### src/rtl/arm_pipelined_mem_pkg.sv
// Shared types and constants for the pipelined CPU memory-port arbiter.
// Exports: state_e (IDLE/FETCH/DATA), owner_e (OWNER_FETCH/OWNER_DATA),
//          STARVE_LIMIT_DEFAULT and the starvation counter width CNT_W.
package arm_pipelined_mem_pkg;

  typedef enum logic [1:0] {
    IDLE  = 2'd0,
    FETCH = 2'd1,
    DATA  = 2'd2
  } state_e;

  typedef enum logic {
    OWNER_FETCH = 1'b0,
    OWNER_DATA  = 1'b1
  } owner_e;

  localparam int STARVE_LIMIT_DEFAULT = 4;
  // Wide enough for the full 1..15 range of STARVE_LIMIT.
  localparam int CNT_W = 4;

endpackage

### src/rtl/arm_pipelined_mem_arbiter.sv
// Arbitrates one variable-latency memory port between Fetch (instruction reads)
// and Memory stage (LDR/STR); registered memory request, one-cycle valid pulses.
// Ports: i_CLK/i_NRESET; Fetch req/addr/flush -> instr/valid; Data req/write/addr/wdata
//        -> rdata/valid; stall outputs; o_Mem_* request bus with i_Mem_Ready/i_Mem_RData.
import arm_pipelined_mem_pkg::*;

module arm_pipelined_mem_arbiter #(
  parameter int ADDR_WIDTH   = 32,
  parameter int DATA_WIDTH   = 32,
  parameter int STARVE_LIMIT = STARVE_LIMIT_DEFAULT
) (
  input  logic                  i_CLK,
  input  logic                  i_NRESET,
  input  logic                  i_Fetch_Req,
  input  logic [ADDR_WIDTH-1:0] i_Fetch_Addr,
  output logic [DATA_WIDTH-1:0] o_Fetch_Instr,
  output logic                  o_Fetch_Valid,
  input  logic                  i_Flush_Fetch,
  input  logic                  i_Data_Req,
  input  logic                  i_Data_Write,
  input  logic [ADDR_WIDTH-1:0] i_Data_Addr,
  input  logic [DATA_WIDTH-1:0] i_Data_WData,
  output logic [DATA_WIDTH-1:0] o_Data_RData,
  output logic                  o_Data_Valid,
  output logic                  o_Stall_Fetch,
  output logic                  o_Stall_Memory,
  output logic                  o_Mem_Req,
  output logic                  o_Mem_Write,
  output logic [ADDR_WIDTH-1:0] o_Mem_Addr,
  output logic [DATA_WIDTH-1:0] o_Mem_WData,
  input  logic                  i_Mem_Ready,
  input  logic [DATA_WIDTH-1:0] i_Mem_RData
);

  localparam logic [CNT_W-1:0] LIMIT = CNT_W'(STARVE_LIMIT);

  state_e                state_q, state_d;
  logic [CNT_W-1:0]      starve_q, starve_d;
  logic                  discard_q, discard_d;
  logic                  mem_req_q, mem_req_d;
  logic                  mem_write_q, mem_write_d;
  logic [ADDR_WIDTH-1:0] mem_addr_q, mem_addr_d;
  logic [DATA_WIDTH-1:0] mem_wdata_q, mem_wdata_d;
  logic [DATA_WIDTH-1:0] fetch_instr_q, fetch_instr_d;
  logic                  fetch_valid_q, fetch_valid_d;
  logic [DATA_WIDTH-1:0] data_rdata_q, data_rdata_d;
  logic                  data_valid_q, data_valid_d;

  // A transaction completes on any edge where the request is up and memory is ready.
  // Grants are evaluated in IDLE and in the completion cycle so back-to-back
  // transactions run without a bubble.
  logic   complete;
  logic   grant_eval;
  logic   grant_vld;
  owner_e grant_owner;

  always_comb begin
    complete    = (state_q != IDLE) && i_Mem_Ready;
    grant_eval  = (state_q == IDLE) || complete;
    grant_vld   = grant_eval && (i_Fetch_Req || i_Data_Req);
    // Data has priority unless fetch has been passed over STARVE_LIMIT times.
    grant_owner = (i_Data_Req && !(i_Fetch_Req && (starve_q == LIMIT))) ? OWNER_DATA
                                                                         : OWNER_FETCH;
  end

  // State register
  always_ff @(posedge i_CLK or negedge i_NRESET) begin
    if (!i_NRESET) state_q <= IDLE;
    else           state_q <= state_d;
  end

  // Next-state logic
  always_comb begin
    state_d = state_q;
    if (grant_eval) begin
      if (!grant_vld)                     state_d = IDLE;
      else if (grant_owner == OWNER_DATA) state_d = DATA;
      else                                state_d = FETCH;
    end
  end

  // Output logic: next values of registered outputs plus combinational stalls
  always_comb begin
    mem_req_d     = mem_req_q;
    mem_write_d   = mem_write_q;
    mem_addr_d    = mem_addr_q;
    mem_wdata_d   = mem_wdata_q;
    fetch_instr_d = fetch_instr_q;
    fetch_valid_d = 1'b0;
    data_rdata_d  = data_rdata_q;
    data_valid_d  = 1'b0;
    discard_d     = discard_q;
    starve_d      = starve_q;

    if (state_q == FETCH && complete) begin
      // A flush in the completion cycle itself also drops the result.
      if (!discard_q && !i_Flush_Fetch) begin
        fetch_instr_d = i_Mem_RData;
        fetch_valid_d = 1'b1;
      end
      discard_d = 1'b0;
    end else if (state_q == FETCH && i_Flush_Fetch) begin
      discard_d = 1'b1;
    end

    if (state_q == DATA && complete) begin
      data_valid_d = 1'b1;
      if (!mem_write_q) data_rdata_d = i_Mem_RData;
    end

    if (grant_eval) begin
      if (!grant_vld) begin
        mem_req_d   = 1'b0;
        mem_write_d = 1'b0;
        mem_addr_d  = '0;
        mem_wdata_d = '0;
      end else if (grant_owner == OWNER_DATA) begin
        mem_req_d   = 1'b1;
        mem_write_d = i_Data_Write;
        mem_addr_d  = i_Data_Addr;
        mem_wdata_d = i_Data_WData;
        if (i_Fetch_Req && starve_q != LIMIT) starve_d = starve_q + 1'b1;
      end else begin
        mem_req_d   = 1'b1;
        mem_write_d = 1'b0;
        mem_addr_d  = i_Fetch_Addr;
        mem_wdata_d = '0;
        starve_d    = '0;
      end
    end
    if (!i_Fetch_Req) starve_d = '0;

    o_Stall_Memory = i_Data_Req && !(state_q == DATA && i_Mem_Ready);
    o_Stall_Fetch  = o_Stall_Memory ||
                     (i_Fetch_Req && !(state_q == FETCH && i_Mem_Ready &&
                                       !discard_q && !i_Flush_Fetch));
  end

  always_ff @(posedge i_CLK or negedge i_NRESET) begin
    if (!i_NRESET) begin
      starve_q      <= '0;
      discard_q     <= 1'b0;
      mem_req_q     <= 1'b0;
      mem_write_q   <= 1'b0;
      mem_addr_q    <= '0;
      mem_wdata_q   <= '0;
      fetch_instr_q <= '0;
      fetch_valid_q <= 1'b0;
      data_rdata_q  <= '0;
      data_valid_q  <= 1'b0;
    end else begin
      starve_q      <= starve_d;
      discard_q     <= discard_d;
      mem_req_q     <= mem_req_d;
      mem_write_q   <= mem_write_d;
      mem_addr_q    <= mem_addr_d;
      mem_wdata_q   <= mem_wdata_d;
      fetch_instr_q <= fetch_instr_d;
      fetch_valid_q <= fetch_valid_d;
      data_rdata_q  <= data_rdata_d;
      data_valid_q  <= data_valid_d;
    end
  end

  assign o_Mem_Req     = mem_req_q;
  assign o_Mem_Write   = mem_write_q;
  assign o_Mem_Addr    = mem_addr_q;
  assign o_Mem_WData   = mem_wdata_q;
  assign o_Fetch_Instr = fetch_instr_q;
  assign o_Fetch_Valid = fetch_valid_q;
  assign o_Data_RData  = data_rdata_q;
  assign o_Data_Valid  = data_valid_q;

  // The owner must keep its request up until the cycle in which memory is ready.
  a_fetch_held: assert property (@(posedge i_CLK) disable iff (!i_NRESET)
    (state_q == FETCH && !i_Mem_Ready) |-> i_Fetch_Req);
  a_data_held: assert property (@(posedge i_CLK) disable iff (!i_NRESET)
    (state_q == DATA && !i_Mem_Ready) |-> i_Data_Req);

endmodule

### config.mk
export PLATFORM = sky130hd
export DESIGN_NAME = arm_pipelined_mem_arbiter
export DESIGN_NICKNAME = d
export VERILOG_FILES = /design/src/rtl/arm_pipelined_mem_pkg.sv /design/src/rtl/arm_pipelined_mem_arbiter.sv
export SDC_FILE = /design/constraint.sdc
export NUM_CORES = 1
export LEC_CHECK = 0
export CELL_PAD_IN_SITES_DETAIL_PLACEMENT = 1
export CELL_PAD_IN_SITES_GLOBAL_PLACEMENT = 1
export CORE_MARGIN = 5
export CORE_UTILIZATION = 28
export DETAILED_ROUTE_END_ITERATION = 6
export PLACE_DENSITY_LB_ADDON = 0.1
export SYNTH_ARGS = -nofsm -noshare
export SYNTH_HDL_FRONTEND = slang
export SYNTH_SLANG_ARGS = --single-unit
### constraint.sdc
create_clock -name i_CLK -period 1.62 [get_ports i_CLK]
set_clock_uncertainty 0.1 [all_clocks]
set_input_delay 0.162 -clock i_CLK [delete_from_list [all_inputs] [get_ports i_CLK]]
set_output_delay 0.162 -clock i_CLK [all_outputs]
set_load 0.02 [all_outputs]
==> metrics.txt, run 1 <==
Die W=155.1 µm; dominant cells by area after synthesis=dfrtp_1 (59%), mux2_2 (12%), nand2_1 (6.3%); Clk pwr share=32.3%; CP max stage delay=0.39 ns; pwr dens=1305 nW/µm²; area of the multi-input gates=2231 µm²; Iteration-0 DRC Markers=197; register area share after synthesis=58.99%; Routed WL=21530 µm; Worst-path clk slew=0.06 ns; met3 Usage GRT=6.342%; CP arrival=1.44 ns; final hold vios=0; Worst setup SP type=flop; Synth Area in XOR/XNOR=0%; status=finished with violations; asr flop ratio synth=100.0%; TNS Setup=-1.374 ns; H-tree depth=4; Min-Delay Path Class=in2async; gate count after technology mapping=520; final slew viol count=0; adder-cell share of the synthesized area=0.4244%; Root Buffer=clkbuf_16; Internal Pwr Total=8.938 mW; Ys Warns=0; initial antenna violation count=0; Fillers=2260; largest net degree at the start of global routing=60; fin cells=1106; row count=53; met2 Use GR=29.18%; layout cells sized above 1=20.34%; Post-synth EDFFs=0; first-pass GRT wire length=32810 µm; Antenna Cells=0; Primary FF master, synth=dfrtp_1; register area=3478 µm²; total clock buffers created by CTS=17; Final Wtd Congestion=0.7574; Simple-Gate Fraction of Synth Area=14.11%; most frequent cell after synthesis=dfrtp_1; synthesized flop and latch total=139; share of the synthesized area in the top cell type=58.99%; GR Overflow Total=0; Detail Route Antenna Nets=0; Slew @ Worst Pin=0.3483 ns; Critical Path Fanout Max=3; core region area=20890 µm²; Leakage=4.592 nW; post-synthesis mux area share=12.22%; CP max stage cell=dfrtp_1; Reg power frac=35.9%; placed cells=1057; Clock Path Buffers=2; Worst EP required=1.36 ns; Starting Density=28.23%; Cell Chain, Critical Path=nand3b_1, and2_4, a21o_1, buf_6; GR Util met1=20.80%; fmax=586.5 MHz; Slew HR=76.78%; DR WL/cell=19.46 µm; Synth Area in Compound Gates=9.569%; Die Footprint=24060 µm²; Final Worst Setup Slack=-0.08516 ns; Nets=955; PortBufs=268; post-layout util=48.18%; TritonCTS clock tree=built; routed vias/inst=4.840; # IOs=269; Yosys top cell by area=dfrtp_1; Net Sw Power=4.199 mW; mean area per synthesized cell=11.34 µm²; synth-to-layout area growth=70.68%; Comb pwr share=31.9%; syn_nets=657; Via Count=5353; Die H=155.1 µm; synth unique cells=35; later-pin clock latency in the skew report=0.41 ns; DP HPWL=15150 µm; endpoint class of the critical path=primary output; main combinational cell family by area after synthesis=simple AND/OR/NAND/NOR gates; failing checks=negative setup slack; max-cap violation count=0; RSZ-0062 raised after global routing=yes; final period utilization=105.3%; sw frac=31.96%; largest vdd supply drop=0.5629 mV; Cell Area, Synth=5897 µm²; WS Path Type=reg2out; crit path time final=1.705 ns; All-Layer GR Usage=17.32%; vias in the first global route=5808; GRT Max-Usage Layer=met2; Sink Count=139; DRT Pass-1 Iters=4; Commonest cells post-synth=dfrtp_1 (139), nand2_1 (99), mux2_2 (62); post-detailed-route DRC marker count=0; final setup fails=33
-- power groups by stage --
| stage | Combinational [mW] | Sequential, mW | Clock, mW |
|---|---|---|---|
| 6_report | 4.19 | 4.71 | 4.24 |
| 3_3_place_gp | 4.50 | 4.77 | 0 |
| 2_1_floorplan | 1.02 | 5.76 | 0 |
| 3_5_place_dp | 4.59 | 4.81 | 0 |
| 5_1_grt | 4.45 | 4.81 | 4.53 |
| 4_1_cts | 4.12 | 4.72 | 4.34 |
-- critical path: cells and delay by family, from the launching register on --
family	cells	cell delay [ns]
and+or+nand+nor	2	0.35
DFF	1	0.39
buffers and inverters	1	0.13
AOI/OAI and AO/OA	1	0.15
-- registers in the layout, summed over array words and instances (netlist names), 2 cells and up --
signal / count
o_Mem_Addr: 32
o_Mem_WData: 32
o_Data_RData: 32
starve_q: 4
state_q: 2
o_Fetch_Instr: 32
-- timing repair --
| action | 4_1_cts | 5_1_grt |
|---|---|---|
| hold endpoints to repair | 139 | 0 |
| cloned | 2 | 7 |
| setup endpoints to repair | 214 | 101 |
| hold buffers | 1 | 0 |
| resized for setup | 150 | 18 |
| pin swaps | 2 | 11 |
| buffers inserted | 5 | 3 |
-- kinds of logic (layout without fill, tap and decap cells) --
logic type	after synthesis	count (layout)
simple gates	175	175
flops	139	139
compound gates	90	90
mux	64	64
buf+inv	50	361
fa+ha+maj	2	2
-- stage by stage --
step | total power [mW] | setup slack (ns) | hold WS [ns] | instance area (µm²)
2_1_floorplan | 6.776 | 0.02204 | -0.2336 | 5902
3_3_place_gp | 9.270 | -0.3166 | -0.08541 | 9179
3_5_place_dp | 9.399 | -0.3220 | -0.07995 | 9179
4_1_cts | 13.18 | -0.1440 | 0.04769 | 9803
5_1_grt | 13.79 | -0.1544 | 0.06034 | 10060
6_report | 13.14 | -0.08516 | 0.06199 | 10060
-- layout by cell type (no fill, tap or decap), drive strengths merged, types with 2 or more instances in the layout --
cell type      netlist  routed
clkinv               1       4
dlygate4sd2          0     132
nand3               28      28
mux2                64      64
ha                   2       2
dfrtp              139     139
o21ai               33      33
bufinv               0       4
nor2                10      10
a21oi               11      11
o2111ai              7       7
nand4               28      28
nand2               99      99
and4b                2       2
buf                 26      49
a31oi                9       9
inv                  6      10
o21bai               2       2
nor2b                2       2
clkdlybuf4s50        0     133
clkbuf              17      27
o211ai              25      25
nand4b               3       3
-- worst paths after layout --
path | from | end | slack (ns) | cells past startpoint
max | state_q[0] | o_Stall_Fetch | -0.09 | 4
min | i_NRESET | o_Mem_WData[22] | 0.06 | 2
max reg2reg | state_q[0] | o_Data_RData[23] | -0.06 | 6
min reg2reg | o_Mem_WData[3] | o_Mem_WData[3] | 0.38 | 2
max in group asynchronous | i_NRESET | discard_q | 0.76 | 3
min in group i_CLK | i_Data_WData[3] | o_Mem_WData[3] | 0.20 | 3
-- cell type report --
type | instances | area share (%)
clock buffers | 20 | 4.538
clock inverters | 12 | 1.840
inverters | 7 | 0.2611
multi-input cells | 331 | 22.17
flip-flops and latches | 139 | 34.56
well taps | 275 | 3.419
repair buffers | 322 | 33.22
-- layer usage --
metal	share of wire, %	up-vias	wire length, µm
met5	0	-	0
met4	1.7	0	357
met3	7.3	20	1574
met2	50	193	10870
met1	41	2695	8729
li1	-	2445	-
Power figures use the tool's default switching activity.
==> inputs of run 2 (changes only) <==
--- a/config.mk
+++ b/config.mk
@@ -8,7 +8,8 @@
 export CELL_PAD_IN_SITES_DETAIL_PLACEMENT = 1
 export CELL_PAD_IN_SITES_GLOBAL_PLACEMENT = 1
 export CORE_MARGIN = 5
-export CORE_UTILIZATION = 28
+export CORE_UTILIZATION = 35
+export CTS_BUF_LIST = sky130_fd_sc_hd__clkbuf_8
 export DETAILED_ROUTE_END_ITERATION = 6
 export PLACE_DENSITY_LB_ADDON = 0.1
 export SYNTH_ARGS = -nofsm -noshare
==> constraint.sdc (replaced) <==
create_clock -name i_CLK -period 2.2 [get_ports i_CLK]
set_clock_uncertainty 0.1 [all_clocks]
set_input_delay 0.22 -clock i_CLK [delete_from_list [all_inputs] [get_ports i_CLK]]
set_output_delay 0.22 -clock i_CLK [all_outputs]
set_load 0.02 [all_outputs]
==> run 2 against run 1 <==
Compared with the run above: the flow now finishes without violations; cell count shrank 7.9%; via count is 4.4% lower; core utilization is 7.8 points higher; register-to-register slack better by 0.35 ns; critical path type unchanged.
==> metrics.txt, run 2 (synthesis results as in run 1) <==
fmax=479.1 MHz; Worst EP required=1.88 ns (was 1.36 ns); CP max stage cell=dfrtp_2 (was dfrtp_1); endpoint class of the critical path=primary output (unchanged); Top Layer Used=met5 (was met4); total clock buffers created by CTS=17 (unchanged); DRT Pass-1 Iters=4 (unchanged); Final Worst Setup Slack=0.1129 ns (was -0.08516 ns); Nets=922 (was 955); Cell Chain, Critical Path=nand3b_1, and2_1, a21o_1, dlygate4sd2_1 (was nand3b_1, and2_4, a21o_1, buf_6); first-pass GRT wire length=31620 µm (was 32810 µm); DR WL/cell=19.69 µm (was 19.46 µm); Detail Route Antenna Nets=0 (unchanged); core region area=16580 µm² (was 20890 µm²); Final Wtd Congestion=0.8193 (was 0.7574); routed vias/inst=5.021 (was 4.840); RSZ-0062 raised after global routing=no (was yes); Leakage=3.854 nW (was 4.592 nW); WS Path Type=reg2out (unchanged); crit path time final=2.087 ns; CP max stage delay=0.45 ns (was 0.39 ns); fin cells=1019 (was 1106); later-pin clock latency in the skew report=0.43 ns (was 0.41 ns); initial antenna violation count=3 (was 0); Die H=139.8 µm (was 155.1 µm); post-layout util=55.98% (was 48.18%); # IOs=269 (unchanged); PortBufs=268 (unchanged); Worst Reg-to-Reg Cells=5 (was 6); Root Buffer=clkbuf_8 (was clkbuf_16); Clock Path Buffers=2 (unchanged); Slew @ Worst Pin=0.6704 ns (was 0.3483 ns); final slew viol count=0 (unchanged); Routed WL=20060 µm (was 21530 µm); DP HPWL=14950 µm (was 15150 µm); Fillers=1744 (was 2260); Die W=139.8 µm (was 155.1 µm); final setup fails=0 (was 33); Critical Path Fanout Max=5 (was 3); Iteration-0 DRC Markers=142 (was 197); H-tree depth=4 (unchanged); CP arrival=1.77 ns (was 1.44 ns); Starting Density=35.56% (was 28.23%); TritonCTS clock tree=built (unchanged); Placement Setup Slack=-0.1380 ns (was -0.3220 ns); Post-DP Area=8842 µm² (was 9179 µm²); placed cells=985 (was 1057); Die Footprint=19540 µm² (was 24060 µm²); status=complete, no violations (was finished with violations); layout cells sized above 1=15.54% (was 20.34%); met2 routed WL=10000 µm (was 10870 µm); R2R Path Start=starve_q[0] (was state_q[0]); final hold vios=0 (unchanged); Min-Delay Path Class=in2async (unchanged); RR Endpoint=o_Mem_Addr[19] (was o_Data_RData[23]); post-detailed-route DRC marker count=0 (unchanged); TNS Setup=0 ns (was -1.374 ns); Worst setup SP type=flop (unchanged); Sink Count=139 (unchanged); total setup buffers inserted after CTS=0 (was 5); largest vdd supply drop=0.4496 mV (was 0.5629 mV); All-Layer GR Usage=20.35% (was 17.32%); Via Count=5116 (was 5353); most frequent cells in the layout=clkdlybuf4s50_1 (265), dfrtp_1 (138), nand2_1 (99), mux2_2 (62), o21ai_0 (33) (was dfrtp_1 (139), clkdlybuf4s50_1 (133), dlygate4sd2_1 (132), nand2_1 (98), mux2_2 (58)); most common cell after layout, fill and taps aside=clkdlybuf4s50_1 (was dfrtp_1); Slew HR=55.31% (was 76.78%); synth-to-layout area growth=57.42% (was 70.68%); fin area=9283 µm² (was 10060 µm²); DR WL met3=1308 µm (was 1574 µm); R2R Setup Slk=0.29 ns (was -0.06 ns); worst hold-check slack=0.1993 ns (was 0.06199 ns); vias in the first global route=5723 (was 5808); GR Overflow Total=0 (unchanged); row count=47 (was 53); Worst-path clk slew=0.08 ns (was 0.06 ns); pwr dens=964.1 nW/µm² (was 1305 nW/µm²); largest net degree at the start of global routing=58 (was 60); Design Power=8.949 mW (was 13.14 mW); final period utilization=94.87%; M1 WL=8284 µm (was 8729 µm); max-cap violation count=0 (unchanged)
run 2: critical path: cells and delay by family (launching register included):
kind,cells,cell delay [ns]
flip-flops,1,0.45
AND/OR/NAND/NOR,2,0.40
AO/OA/AOI/OAI,1,0.15
buffers and inverters,1,0.34
run 2: repair_timing:
item	in CTS	in global routing
hold buffers	1	0
endpoints found under the setup margin	28	1
endpoints found under the hold margin	49	0
gates resized for setup	3	1
run 2: how the worst max path moves through the flow:
stage,from,to,slack [ns],depth (start not counted)
CTS,state_q[0],o_Stall_Fetch,0.06,4
detailed placement,i_Data_Req,o_Mem_Addr[30],-0.14,4
global route,state_q[1],o_Stall_Fetch,0.005,4
finish,state_q[0],o_Stall_Fetch,0.11,4
global placement,i_Data_Req,o_Mem_Addr[26],-0.04,4
floorplan,starve_q[0],o_Mem_Addr[22],0.51,7
run 2: layout make-up:
class | instances | area [µm²] | share of cell area (%)
Antenna cell | 1 | 2.502 | 0.02696
Clock inverter | 15 | 190.2 | 2.049
Tap cell | 220 | 275.3 | 2.965
Clock buffer | 17 | 234.0 | 2.521
Multi-Input combinational cell | 331 | 2158 | 23.25
Inverter | 7 | 26.28 | 0.2831
Timing Repair Buffer | 289 | 2917 | 31.42
Sequential cell | 139 | 3480 | 37.48
run 2: routing by layer:
layer  global-route usage [%]  vias up
met5                        0        -
met4                    7.904        4
met3                    6.415       35
met2                    34.39      187
met1                    24.22     2515
li1                         -     2375
run 2: report_power, final:
part / internal [mW] / total (mW) / leakage [nW] / switching, mW
sequential: 3.16 / 3.49 / 1.72 / 0.329
combinational: 1.69 / 3.26 / 1.93 / 1.57
clock: 1.15 / 2.21 / 0.210 / 1.06
total: 5.99 / 8.95 / 3.85 / 2.96
